[src/rtl/seq_mult_pkg.sv]
// Shared definitions for the sequential shift-add multiplier: FSM encodings
// and the iteration-counter width helper.
package seq_mult_pkg;

   typedef enum logic [1:0] {
      ST_IDLE = 2'd0,
      ST_RUN  = 2'd1,
      ST_DONE = 2'd2
   } state_t;

   function automatic int cnt_width(input int width);
      return $clog2(width + 1);
   endfunction

endpackage

[src/rtl/seq_mult_abs.sv]
// Conditional two's-complement unit: passes i_val through, or negates it when
// i_neg is set. Used for operand magnitudes and for the final product sign.
module seq_mult_abs #(
   parameter int W = 8
) (
   input  logic [W-1:0] i_val,
   input  logic         i_neg,
   output logic [W-1:0] o_val
);

   assign o_val = i_neg ? (~i_val + W'(1)) : i_val;

endmodule

[src/rtl/seq_multiplier.sv]
// Sequential shift-add multiplier with per-operation signed/unsigned mode.
// Define SEQ_MULT_EARLY_TERM_EN to stop iterating once the multiplier runs out of set bits.
module seq_multiplier
   import seq_mult_pkg::*;
#(
   parameter int WIDTH = 8
) (
   input  logic               i_clk,
   input  logic               i_rst,
   input  logic               i_start,
   input  logic               i_is_signed,
   input  logic [WIDTH-1:0]   i_a,
   input  logic [WIDTH-1:0]   i_b,
   output logic               o_busy,
   output logic               o_done,
   output logic [2*WIDTH-1:0] o_p
);

   localparam int CW = cnt_width(WIDTH);
   localparam int PW = 2 * WIDTH;

   state_t           r_state;
   state_t           w_state_next;
   logic [PW-1:0]    r_mcand;
   logic [WIDTH-1:0] r_mplier;
   logic [PW-1:0]    r_acc;
   logic [CW-1:0]    r_cnt;
   logic             r_neg;
   logic [PW-1:0]    r_p;

   logic             w_accept;
   logic [WIDTH-1:0] w_a_mag;
   logic [WIDTH-1:0] w_b_mag;
   logic [PW-1:0]    w_acc_next;
   logic [PW-1:0]    w_p_final;
   logic [WIDTH-1:0] w_mplier_shift;
   logic             w_last;

   // A new request is taken in IDLE and DONE alike; RUN ignores start.
   assign w_accept = i_start && (r_state != ST_RUN);

   seq_mult_abs #(.W(WIDTH)) u_abs_a (
      .i_val (i_a),
      .i_neg (i_is_signed & i_a[WIDTH-1]),
      .o_val (w_a_mag)
   );

   seq_mult_abs #(.W(WIDTH)) u_abs_b (
      .i_val (i_b),
      .i_neg (i_is_signed & i_b[WIDTH-1]),
      .o_val (w_b_mag)
   );

   assign w_acc_next     = r_acc + (r_mplier[0] ? r_mcand : '0);
   assign w_mplier_shift = r_mplier >> 1;

   // Sign is applied to the accumulator value that includes the final iteration.
   seq_mult_abs #(.W(PW)) u_abs_p (
      .i_val (w_acc_next),
      .i_neg (r_neg),
      .o_val (w_p_final)
   );

`ifdef SEQ_MULT_EARLY_TERM_EN
   assign w_last = (r_cnt == CW'(WIDTH - 1)) || (w_mplier_shift == '0);
`else
   assign w_last = (r_cnt == CW'(WIDTH - 1));
`endif

   always_ff @(posedge i_clk or posedge i_rst) begin
      if (i_rst) begin
         r_state <= ST_IDLE;
      end else begin
         r_state <= w_state_next;
      end
   end

   always_comb begin
      w_state_next = r_state;
      case (r_state)
         ST_IDLE: w_state_next = w_accept ? ST_RUN : ST_IDLE;
         ST_RUN:  w_state_next = w_last ? ST_DONE : ST_RUN;
         ST_DONE: w_state_next = w_accept ? ST_RUN : ST_IDLE;
         default: w_state_next = ST_IDLE;
      endcase
   end

   always_comb begin
      o_busy = (r_state == ST_RUN);
      o_done = (r_state == ST_DONE);
   end

   always_ff @(posedge i_clk or posedge i_rst) begin
      if (i_rst) begin
         r_mcand  <= '0;
         r_mplier <= '0;
         r_acc    <= '0;
         r_cnt    <= '0;
         r_neg    <= 1'b0;
         r_p      <= '0;
      end else if (w_accept) begin
         r_mcand  <= {{WIDTH{1'b0}}, w_a_mag};
         r_mplier <= w_b_mag;
         r_acc    <= '0;
         r_cnt    <= '0;
         r_neg    <= i_is_signed & (i_a[WIDTH-1] ^ i_b[WIDTH-1]);
      end else if (r_state == ST_RUN) begin
         // Shifting the multiplicand each step realises "shifted by iteration index".
         r_acc    <= w_acc_next;
         r_mcand  <= r_mcand << 1;
         r_mplier <= w_mplier_shift;
         r_cnt    <= r_cnt + CW'(1);
         if (w_last) begin
            r_p <= w_p_final;
         end
      end
   end

   assign o_p = r_p;

endmodule

[config.mk]
export PLATFORM = sky130hd
export DESIGN_NAME = seq_multiplier
export DESIGN_NICKNAME = d
export VERILOG_FILES = /design/src/rtl/seq_mult_pkg.sv /design/src/rtl/seq_mult_abs.sv /design/src/rtl/seq_multiplier.sv
export SDC_FILE = /design/constraint.sdc
export NUM_CORES = 1
export LEC_CHECK = 0
export ABC_AREA = 1
export BUFFER_PORTS_ARGS = -buffer_cell sky130_fd_sc_hd__buf_2
export CAP_MARGIN = 5
export CORE_MARGIN = 5
export CORE_UTILIZATION = 60
export CTS_CLUSTER_SIZE = 20
export DETAILED_ROUTE_END_ITERATION = 10
export PLACE_DENSITY = 0.8
export SLEW_MARGIN = 25
export SYNTH_ARGS = -nofsm -noshare
export SYNTH_HDL_FRONTEND = slang
export SYNTH_SLANG_ARGS = --single-unit
[constraint.sdc]
create_clock -name i_clk -period 3.3 [get_ports i_clk]
set_clock_uncertainty 0.1 [all_clocks]
set_input_delay 0.33 -clock i_clk [delete_from_list [all_inputs] [get_ports i_clk]]
set_output_delay 0.33 -clock i_clk [all_outputs]
set_load 0.01 [all_outputs]
* Yosys cells after proc, flatten, opt, wreduce, memory -nomap -nowiden *
Index checks and enable logic that the tools add are counted.

word-level totals
  flip-flop bits (word level) = 63
  bits of input ports = 20
  output and inout bits = 18
  logic and storage cells = 44

cells by class
  $add $sub $neg = 5
  equal/unequal tests = 4
  mux-type cells = 15
  bitwise gates (word level) = 8
  reduce and logical (&&, ||, !) cells = 5

operators with widths
  operator                                             number
  two-way mux 16 bit                                   6
  two-way mux 8 bit                                    4
  adder 16 x 1 -> 16 bit, second input constant        1
  adder 16 bit                                         1
  adder 8 x 1 -> 8 bit, second input constant          2
  NOT 16 bit                                           1
  NOT 8 bit                                            2
  two-way mux 4 bit                                    2
  adder 4 x 1 -> 4 bit, second input constant          1
  equality test 4 x 3 -> 1 bit, second input constant  1
  one-hot mux 2 bit (2 select lines)                   1
  AND 1 bit                                            3
  AND reduction 3 bit                                  1
  equality test 2 x 1 -> 1 bit, second input constant  1
  equality test 2 bit, second input constant           1
  zero test 2 bit                                      1
  two-way mux 2 bit                                    1
  != test 2 x 1 -> 1 bit, second input constant        1
  nonzero test 2 bit                                   1
  OR reduction 2 bit                                   1
  logical AND 1 bit                                    1
  two-way mux 1 bit                                    1
  NOT 1 bit                                            1
  bitwise XOR 1 bit                                    1

* Depth between registers and ports, before layout *
  word-level depth = 5
  mapped depth = 20
  gate-level depth less buffers = 18

* Hierarchy *
A second synthesis with hierarchy kept.

second synthesis, totals
  cell total of the unflattened synthesis = 646
  area, all modules = 4434.3 µm²

by module, submodules not included
  module                       instances  cells an instance  area each (µm²)
  seq_multiplier               1          474                3568.4
  seq_mult_abs at u_abs_p      1          94                 475.5
  seq_mult_abs at u_abs_a ...  2          39                 195.2

* Worst setup path after synthesis *
Ideal clock, no wire load.

  path type = reg2reg
  from = register r_mplier[0]
  to = register r_p[10], in the netlist o_p[10]
  arrival time = 2637 ps
  slack = 437 ps
  stages on the path, launching flop included = 18
  period minus slack after synthesis = 2863 ps
  cells stage by stage = dfrtp_1 -> clkbuf_1 -> clkbuf_1 -> nand2_1 -> inv_1 -> ha_1 -> fa_1 -> inv_1 -> ha_1 -> a21boi_0 -> nand3_1 -> nor2_1 -> nand2_1 -> nor2_1 -> nand2_1 -> nand2_2 -> xor2_1 -> o21ai_1

on the way
  longest elaborated chain between the ends = 5

ends and longest elaborated chain
  what                    line                   RTL
  start, declared         seq_multiplier.sv:25   logic [WIDTH-1:0] r_mplier;
  start signal, assigned  seq_multiplier.sv:103  r_mplier <= w_b_mag;
  start signal, assigned  seq_multiplier.sv:111  r_mplier <= w_mplier_shift;
  two-way mux 16 bit (*)  seq_multiplier.sv:54   assign w_acc_next = r_acc + (r_mplier[0] ? r_mcand : '0);
  adder 16 bit (*)        seq_multiplier.sv:54
  NOT 16 bit              seq_mult_abs.sv:11     assign o_val = i_neg ? (~i_val + W'(1)) : i_val;
  adder 16 x 1 -> 16 bit  seq_mult_abs.sv:11
  two-way mux 16 bit (*)  seq_mult_abs.sv:11
  end signal, assigned    seq_multiplier.sv:114  r_p <= w_p_final;
  end, declared           seq_multiplier.sv:29   logic [PW-1:0] r_p;

Mark *: on every way between the ends. The rest lies on a longest branch, timed or not.
A chain may end at the register's enable or synchronous reset.

* Worst setup path in the final report *
  from = register r_mplier[0]
  to = register r_p[14], in the netlist o_p[14]

Same word-level chain as after synthesis.

==> impl_metrics.py <==
metrics = {
    "outcome": {
        "status": "finished, final reports clean",
    },
    "clock_tree": {
        "cts_buffers": 9,
        "path_clk_slew_ns": 0.08,
        "cts_tree": "yes",
        "cts-hold-fix-buffers": 0,
        "clk_latency_ns": 0.34,
        "h-tree-depth": 3,
        "clockBufferDepth": 2,
        "cts-resized-gates": 0,
        "cts_sinks": 63,
        "cts_root_buf": "clkbuf_8",
        "postCtsSetupBuffers": 0,
    },
    "timing": {
        "max_freq_mhz": 365,
        "maxSlewHeadroom_pct": 47.5,
        "post-route-min-period_ns": 2.74,
        "drv_slew": 0,
        "hold_violations": 0,
        "finalSetupViolations": 0,
        "setup_slack_ns": 0.558,
        "fin_crit_sh_pct": 83.1,
        "final.setup.tns_ns": 0,
        "rsz0062_at_grt": "no",
        "worstMarginPinSlew_ns": 0.788,
    },
    "finish": {
        "final.fill_count": 590,
        "n_antenna_cell": 0,
        "layout.nets": 673,
        "syn2layout_area_growth_pct": 12.2,
        "final_cell_area_sq_mm": 0.00467,
        "drive_above_1_share_pct": 12.7,
    },
    "detailed_routing": {
        "wirelength_um": 9600,
        "vias_per_cell": 5.41,
        "dr.pass1.iters": 5,
        "antenna_left": 0,
        "drt-initial-drc-count": 248,
        "wire_per_inst_um": 13.4,
        "num_vias": 3883,
        "drcViolationCount": 0,
    },
    "power": {
        "switchingPower_uw": 1720,
        "total_power_uw": 3910,
        "leakagePower_uw": 0.00261,
        "internal_power_uw": 2190,
        "p_seq_share_pct": 32.4,
        "ir_drop_uv": 390,
        "power.density_mw_per_mm2": 838,
        "netSwitchingFraction_pct": 43.9,
        "clkPwrFrac_pct": 19.9,
        "p_comb_share_pct": 47.8,
    },
    "setup_path": {
        "rrSetupSlack_ns": 0.56,
        "crit_required_ns": 3.42,
        "cp.arrival_ns": 2.86,
        "critPathMaxFanout": 5,
        "r2r-start": "r_mplier[0]",
        "critical_path_class": "reg -> reg",
        "cp_slowest_cell": "fa_1",
        "cpMostUsedCell": "nand2_1",
        "slowest_delay_ns": 0.45,
        "startpoint_type": "flop",
        "startpoint": "r_mplier[0]",
        "cp-end-kind": "flop",
        "path_cells": "nand2_1 -> inv_1 -> ha_1 -> fa_1 -> inv_1 -> ha_1 -> a21boi_0 -> nand3_1 -> nor2_1 -> nand2_1 -> nor2_1 -> nand2_1 -> nand2_2 -> nand4_1 -> nand3_1 -> nand2_1",
        "cp_num_buf_inv": 2,
        "cpLargestDelayFamily": "simple AND/OR/NAND/NOR gates",
    },
    "die": {
        "die_width_um": 93.3,
        "row_count": 30,
        "coreArea_sq_mm": 0.00676,
        "ios": 38,
        "start_util_pct": 61.6,
        "die_area_sq_mm": 0.00870,
        "die_h_um": 93.3,
    },
    "synth": {
        "synthCells": 592,
        "avgSynthCellArea_sq_um": 7.03,
        "synthFlopType": "dfrtp_1",
        "syn_nets": 632,
        "synth.area.mux_share_pct": 0,
        "synth-seq-cells": 63,
        "synth_warnings": 0,
        "synth_fa_ha_area_share_pct": 6.20,
        "yosys.area_share.simple_pct": 30.9,
        "syn_area_sq_mm": 0.00416,
        "ys_types": 33,
        "async_reset_ff_share_pct": 100,
        "ys_seq_area_share_pct": 37.9,
        "synth_top_family_by_area": "simple AND/OR/NAND/NOR gates",
        "synth-xor-area-share_pct": 2.32,
        "synth_compound_area_share_pct": 12.2,
        "synth-edff-count": 0,
    },
    "place": {
        "port_buffers": 37,
        "hpwl_um": 7140,
        "dpl_cell_area_sq_mm": 0.00444,
        "place_ws_ns": 0.635,
        "gp_congestion": 0.875,
    },
    "global_route": {
        "grt_max_degree": 64,
        "antenna_found_initial": 0,
        "overflow": 0,
        "grt_pass1_vias": 3638,
        "grt_pass1_wl_um": 16600,
        "groute.usage.overall_pct": 23.9,
    },
    "worst_hold_path": {
        "hold_class": "in -> async",
    },
    "flow_run": {
        "cap_violations": 0,
    },
}
power groups by stage:
stage                     clock network [uW]  registers [uW]  logic (uW)
after floorplan                            0            1250        1400
after global placement                     0            1260        1820
after detailed placement                   0            1270        1860
after CTS                                784            1260        1870
after global routing                     830            1310        2120
final                                    776            1260        1870
through the flow:
step           std cells  utilization (%)  hold WS [ns]
6_report             718             69.1        0.0997
5_1_grt              718             69.1         0.179
4_1_cts              718             69.1         0.127
3_5_place_dp         702             65.6         0.369
3_3_place_gp         702             65.6         0.361
2_1_floorplan        592                -         0.353
cell usage in the layout, fill, tap and decap left out, types with 3 or more instances in the layout:
master,n
nand3b_1,4
nor2_1,33
xor2_1,8
clkbuf_8,10
xnor2_1,3
o21ai_0,32
nand3_1,34
dfrtp_1,63
o21ai_1,3
o22ai_1,10
a31oi_1,3
a21oi_1,16
nand2_1,196
buf_4,6
o221ai_1,13
nand4_1,5
nor3_1,5
nand2_2,13
buf_2,37
inv_1,98
o211ai_1,3
ha_1,19
nand3_2,3
synthesized netlist by cell type, types with 3 or more instances:
| cell | instances | area [sq um] |
|---|---|---|
| inv_1 | 99 | 372 |
| buf_2 | 5 | 25.0 |
| nor2_1 | 33 | 124 |
| a31oi_1 | 3 | 18.8 |
| nand3_1 | 34 | 170 |
| nor3_1 | 5 | 25.0 |
| nand3_2 | 3 | 30.0 |
| dfrtp_1 | 63 | 1580 |
| o211ai_1 | 3 | 22.5 |
| xnor2_1 | 3 | 26.3 |
| nand3b_1 | 4 | 30.0 |
| o21ai_0 | 32 | 160 |
| xor2_1 | 8 | 70.1 |
| ha_1 | 19 | 238 |
| nand2_1 | 196 | 736 |
| nand4_1 | 5 | 31.3 |
| a21oi_1 | 16 | 80.1 |
| o22ai_1 | 10 | 62.6 |
| clkbuf_1 | 8 | 30.0 |
| o221ai_1 | 13 | 114 |
| nand2_2 | 13 | 81.3 |
| o21ai_1 | 3 | 15.0 |
final timing paths:
kind                               endpoint  cells after the start
worst min-delay path            r_mplier[2]                      3
worst max register to register      o_p[14]                     16
max in group asynchronous           o_p[11]                      3
worst max-delay path                o_p[14]                     16
min in group i_clk              r_mplier[7]                      3
worst min register to register       o_p[8]                      2
tightest hold or removal path, stage by stage:
cell and delay, ns:
buf_2 0.10, inv_2 0.03, buf_4 0.60
sequential cells by signal, summed over array words and instances (netlist names):
signal	count
r_neg	1
r_state	2
r_cnt	4
r_mcand	16
r_acc	16
o_p	16
r_mplier	8
metal layers:
metal	track usage, %	vias to the layer above	wire (um)
li1	-	1977	-
met1	31.2	1772	4380
met2	39.5	119	4490
met3	3.70	15	500
met4	9.52	0	232
met5	0	-	0
layout make-up:
cell class / instances / area [sq um] / share of cell area, %
multi-input cells: 415 / 2150 / 46.1
repair buffers: 43 / 230 / 4.93
inverters: 101 / 379 / 8.13
clock inverters: 6 / 92.6 / 1.98
well taps: 80 / 100 / 2.15
flip-flops and latches: 63 / 1580 / 33.8
clock buffers: 10 / 138 / 2.95
cell families after synthesis:
kind of cell / count (synthesis)
AOI/OAI and AO/OA: 84
xor gates and xnor gates: 11
adders and majority gates: 20
buffers and inverters: 114
DFF: 63
and+or+nand+nor: 300
(Power assumes the default switching activity.)
